**config.mk**
```make
export PLATFORM = sky130hd
export DESIGN_NAME = ippcrc_crc12_chk56
export DESIGN_NICKNAME = d
export VERILOG_FILES = /design/src/rtl/ippcrc_crc12_chk56.sv
export SDC_FILE = /design/constraint.sdc
export NUM_CORES = 1
export LEC_CHECK = 0
export ABC_AREA = 1
export CAP_MARGIN = 10
export CELL_PAD_IN_SITES_DETAIL_PLACEMENT = 0
export CELL_PAD_IN_SITES_GLOBAL_PLACEMENT = 2
export CORE_MARGIN = 10
export CORE_UTILIZATION = 26
export CTS_CLUSTER_SIZE = 30
export DETAILED_ROUTE_END_ITERATION = 8
export PLACE_DENSITY_LB_ADDON = 0.1
export SLEW_MARGIN = 20
export SYNTH_ARGS = -nofsm -noshare
export SYNTH_HDL_FRONTEND = slang
export SYNTH_SLANG_ARGS = --single-unit
```
**constraint.sdc**
```tcl
create_clock -name clk -period 5.8 [get_ports clk]
set_input_delay 0.58 -clock clk [delete_from_list [all_inputs] [get_ports clk]]
set_output_delay 0.58 -clock clk [all_outputs]
set_load 0.03 [all_outputs]
```
**src/rtl/ippcrc_crc12_chk56.sv**
```systemverilog
// ippcrc_crc12_chk56 -- CRC-12 checker for framed 56-bit payload words.
//
// Generator x^12+x^11+x^3+x^2+x+1 (12'h80F), non-reflected. Within each
// word di[0] is the first bit on the line and di[55] is the last.
//
// Parameters:
//   CRC_INIT   : CRC register seed loaded on every start-of-frame word
//   CRC_XOROUT : value XORed into the final CRC before it is compared
//
// Ports:
//   clk        : clock; all state changes on its rising edge
//   rst        : asynchronous, active-high reset
//   di_vld     : data word valid this cycle
//   di_sop     : first word of frame (qualified by di_vld)
//   di_eop     : last word of frame (qualified by di_vld)
//   di[55:0]   : payload word
//   fcs[11:0]  : received CRC, sampled only on the di_eop word
//   chk_vld    : one-cycle pulse, a frame result is available
//   chk_err    : CRC mismatch for the reported frame (valid with chk_vld)
//   crc_o      : final CRC (after XOROUT) of the last reported frame
//   proto_err  : one-cycle pulse on a framing violation
//   good_cnt   : count of good frames (saturating)
//   bad_cnt    : count of bad frames (saturating)
//
// Optional feature: define IPPCRC_CHK_CNT_EN to build the good/bad frame
// counters. Without it both counter outputs are tied to zero.

module ippcrc_crc12_chk56 #(
  parameter logic [11:0] CRC_INIT   = 12'h000,
  parameter logic [11:0] CRC_XOROUT = 12'h000
) (
  input  logic        clk,
  input  logic        rst,
  input  logic        di_vld,
  input  logic        di_sop,
  input  logic        di_eop,
  input  logic [55:0] di,
  input  logic [11:0] fcs,
  output logic        chk_vld,
  output logic        chk_err,
  output logic [11:0] crc_o,
  output logic        proto_err,
  output logic [15:0] good_cnt,
  output logic [15:0] bad_cnt
);

  typedef enum logic {IDLE, BUSY} state_t;

  state_t      state, state_nxt;
  logic [11:0] crc_q, crc_nxt;
  logic [11:0] crc_base, crc_step, crc_fin;
  logic        rpt, perr;

  // Bit-serial CRC unrolled over one whole word. Synthesis flattens the
  // loop into a single XOR network between the register and its next value.
  function automatic logic [11:0] crc56(input logic [11:0] c, input logic [55:0] d);
    logic [11:0] r;
    logic        fb;
    r = c;
    for (int i = 0; i < 56; i++) begin
      fb = r[11] ^ d[i];
      r  = {r[10:0], 1'b0};
      if (fb) r = r ^ 12'h80F;
    end
    return r;
  endfunction

  // A start-of-frame word always reseeds, whatever the running value was.
  assign crc_base = di_sop ? CRC_INIT : crc_q;
  assign crc_step = crc56(crc_base, di);
  assign crc_fin  = crc_step ^ CRC_XOROUT;

  // Framing decisions for the current word. A sop while a frame is open
  // discards that frame and starts the new one; a non-sop word in IDLE is
  // dropped entirely, including any eop it carries.
  always_comb begin
    state_nxt = state;
    crc_nxt   = crc_q;
    rpt       = 1'b0;
    perr      = 1'b0;
    if (di_vld) begin
      if (di_sop) begin
        perr    = (state == BUSY);
        crc_nxt = crc_step;
        if (di_eop) begin
          rpt       = 1'b1;
          state_nxt = IDLE;
        end else begin
          state_nxt = BUSY;
        end
      end else if (state == BUSY) begin
        crc_nxt = crc_step;
        if (di_eop) begin
          rpt       = 1'b1;
          state_nxt = IDLE;
        end
      end else begin
        perr = 1'b1;
      end
    end
  end

  // State, running CRC and registered result outputs. crc_o and chk_err
  // only load on a report so crc_o holds until the next result.
  always_ff @(posedge clk or posedge rst) begin
    if (rst) begin
      state     <= IDLE;
      crc_q     <= CRC_INIT;
      chk_vld   <= 1'b0;
      chk_err   <= 1'b0;
      crc_o     <= 12'h000;
      proto_err <= 1'b0;
    end else begin
      state     <= state_nxt;
      crc_q     <= crc_nxt;
      chk_vld   <= rpt;
      proto_err <= perr;
      if (rpt) begin
        crc_o   <= crc_fin;
        chk_err <= (crc_fin != fcs);
      end
    end
  end

`ifdef IPPCRC_CHK_CNT_EN
  // Saturating frame counters, updated from the registered result.
  always_ff @(posedge clk or posedge rst) begin
    if (rst) begin
      good_cnt <= 16'h0000;
      bad_cnt  <= 16'h0000;
    end else begin
      if (chk_vld && !chk_err && (good_cnt != 16'hFFFF)) good_cnt <= good_cnt + 16'd1;
      if (chk_vld && chk_err && (bad_cnt != 16'hFFFF))   bad_cnt  <= bad_cnt + 16'd1;
    end
  end
`else
  assign good_cnt = 16'h0000;
  assign bad_cnt  = 16'h0000;
`endif

endmodule

```
==> impl_metrics.env <==
export IMPL_worstSetupPathType="in2reg"
export IMPL_postPlaceCellArea_um2=5030
export IMPL_insertion_delay_ns=0.26
export IMPL_period_needed_ns=5.21
export IMPL_cts_tree="yes"
export IMPL_worstSetupEndpoint="chk_err$_DFFE_PP0P_"
export IMPL_fin_skew_ns=0.00832
export IMPL_ctsHoldBuffers=0
export IMPL_finalNetCount=762
export IMPL_finalSetupViolCount=0
export IMPL_initial_utilization_pct=26.9
export IMPL_status="completed"
export IMPL_path_max_fanout=4
export IMPL_grt_total_usage_pct=11.6
export IMPL_end_kind="flop"
export IMPL_syn2layout_area_growth_pct=30.4
export IMPL_final_area_um2=5150
export IMPL_clk_transition_reported_paths_ns=0.07
export IMPL_worst_path_most_repeated_cell="nand2_2"
export IMPL_finalCritPeriodShare_pct=89.8
export IMPL_io_buffers=87
export IMPL_rsz0062_at_grt="no"
export IMPL_synthTopCellsByArea="dfrtp_1, nand2_1, xor2_1"
export IMPL_vias=3652
export IMPL_synth_area_um2=3950
export IMPL_synthCells=583
export IMPL_yosys_warnings=0
export IMPL_crit_start="di[6]"
export IMPL_grt_pass1_vias=3688
export IMPL_synth_top_cell_area_share_pct=17.7
export IMPL_syn_area_per_cell_um2=6.78
export IMPL_routabilityCongestion=0.845
export IMPL_r2r_cells=43
export IMPL_dp_hpwl_mm=10.8
export IMPL_die_y_um=143
export IMPL_h_tree_depth=1
export IMPL_cts_root_buf="clkbuf_16"
export IMPL_slowest_delay_ns=0.49
export IMPL_post_cts_buffers=0
export IMPL_routedWlPerCell_um=14.2
export IMPL_ant_nets=0
export IMPL_firstDrtPassIters=4
export IMPL_drive_above_1_share_pct=14.4
export IMPL_gr_total_overflow=0
export IMPL_timing_rr_end="chk_err$_DFFE_PP0P_"
export IMPL_maxCapViolations=0
export IMPL_core_area_um2=14700
export IMPL_ys_ff_latch=28
export IMPL_max_clock_freq_mhz=192
export IMPL_rows=44
export IMPL_cts_buffer_depth=2
export IMPL_cts_buffers=3
export IMPL_synth_cell_types=30
export IMPL_drc=0
export IMPL_initialDrtViolationCount=196
export IMPL_finalHoldViolCount=0
export IMPL_insertedDiodeCount=0
export IMPL_layout_common_cells="nand2_1, clkdlybuf4s50_1, inv_1"
export IMPL_grt_pass1_wl_mm=19.3
export IMPL_r2r_setup_slack_ns=0.98
export IMPL_hp_class="reg2reg"
export IMPL_finalWirelength_mm=12.3
export IMPL_mostFrequentLayoutCell="nand2_1"
export IMPL_antenna_found_initial=0
export IMPL_die_x_um=143
export IMPL_dieArea_um2=20500
export IMPL_synth_seq_area_share_pct=17.7
export IMPL_crit_path_top_delay_cell="clkdlybuf4s50_1"
export IMPL_grt_max_degree=29
export IMPL_worstMarginPinSlew_ns=0.676
export IMPL_hold_depth=2
export IMPL_slew_headroom_pct=54.8
export IMPL_cts_sinks=28
export IMPL_vias_per_cell=4.19
export IMPL_timing_rr_start="crc_q[11]$_DFFE_PP0P_"
export IMPL_cp_start_kind="input port"
export IMPL_drv_slew=0
export IMPL_synth_top_cell_by_area="dfrtp_1"
export IMPL_crit_arrival_ns=5.37
export IMPL_io_pins=120
export IMPL_worst_ep_required_time_ns=5.96
synthesized netlist by cell type, drive strengths merged:
| master | n |
|---|---|
| a21o | 1 |
| a21oi | 2 |
| buf | 34 |
| clkbuf | 4 |
| conb | 1 |
| dfrtp | 28 |
| ha | 1 |
| inv | 74 |
| nand2 | 212 |
| nand3 | 58 |
| nand3b | 8 |
| nand4 | 5 |
| nor2 | 15 |
| o21ai | 25 |
| o22ai | 1 |
| or2 | 9 |
| xnor2 | 42 |
| xnor3 | 2 |
| xor2 | 61 |
sequential cells by signal, indices dropped and copies added (netlist names):
| signal | cells |
|---|---|
| chk_vld | 1 |
| crc_o | 12 |
| state | 1 |
| chk_err | 1 |
| proto_err | 1 |
| crc_q | 12 |
metal layers:
layer  global-route usage, %  vias to the layer above  wire (um)
li1                        -                     1932          -
met1                    16.0                     1628       5910
met2                    19.5                       90       5750
met3                    1.96                        2        669
met4                   0.484                        0         13
met5                       0                        -          0
how the worst min path moves through the flow:
stage	start	to	slack, ns
6_report	crc_o[6]$_DFFE_PP0P_	crc_o[6]$_DFFE_PP0P_	0.49
3_5_place_dp	crc_o[9]$_DFFE_PP0P_	crc_o[9]$_DFFE_PP0P_	0.48
3_3_place_gp	crc_o[9]$_DFFE_PP0P_	crc_o[9]$_DFFE_PP0P_	0.47
5_1_grt	crc_o[9]$_DFFE_PP0P_	crc_o[9]$_DFFE_PP0P_	0.53
2_1_floorplan	crc_q[0]$_DFFE_PP0P_	crc_q[0]$_DFFE_PP0P_	0.45
4_1_cts	crc_o[9]$_DFFE_PP0P_	crc_o[9]$_DFFE_PP0P_	0.49
timing repair:
item                                    CTS  global route
resized for setup                         0             8
endpoints found under the setup margin    0             6
endpoints found under the hold margin     0             0
logic make-up (layout without fill, tap and decap cells):
family	after synthesis	count (layout)	synth area share, %
compound gates	29	29	3.77
xor+xnor	105	105	28.3
fa+ha+maj	1	1	0.317
buf+inv	112	185	14.1
flops	28	28	17.7
other cells	1	32	0.0949
simple gates	307	307	35.8
area by class of cell:
type                            count  area (um2)
Timing Repair Buffer              106        1020
Fill cell                        1585        9550
Clock buffer                        4        88.8
Timing Repair inverter              1        6.26
Multi-Input combinational cell    474        2830
Tap cell                          184         230
Inverter                           74         283
Sequential cell                    28         701
critical path: cells and delay by family:
family	cells	cell delay, ns
buf+inv	5	0.78
simple gates	37	3.13
xor+xnor	4	0.87
through the flow:
stage	worst slack [ns]	cells	setup TNS, ns	utilization, %	hold slack [ns]
after global placement	-0.0974	866	-0.0974	34.2	0.471
after detailed placement	-0.0555	866	-0.0555	34.2	0.475
after floorplan	1.27	614	0	-	0.453
after global routing	0.00704	871	0	35.0	0.530
final	0.589	871	0	35.0	0.491
after CTS	0.193	870	0	34.8	0.492
Power is not shown: default switching activity piles up to over one toggle a cycle in this logic, so the estimate is an artifact.
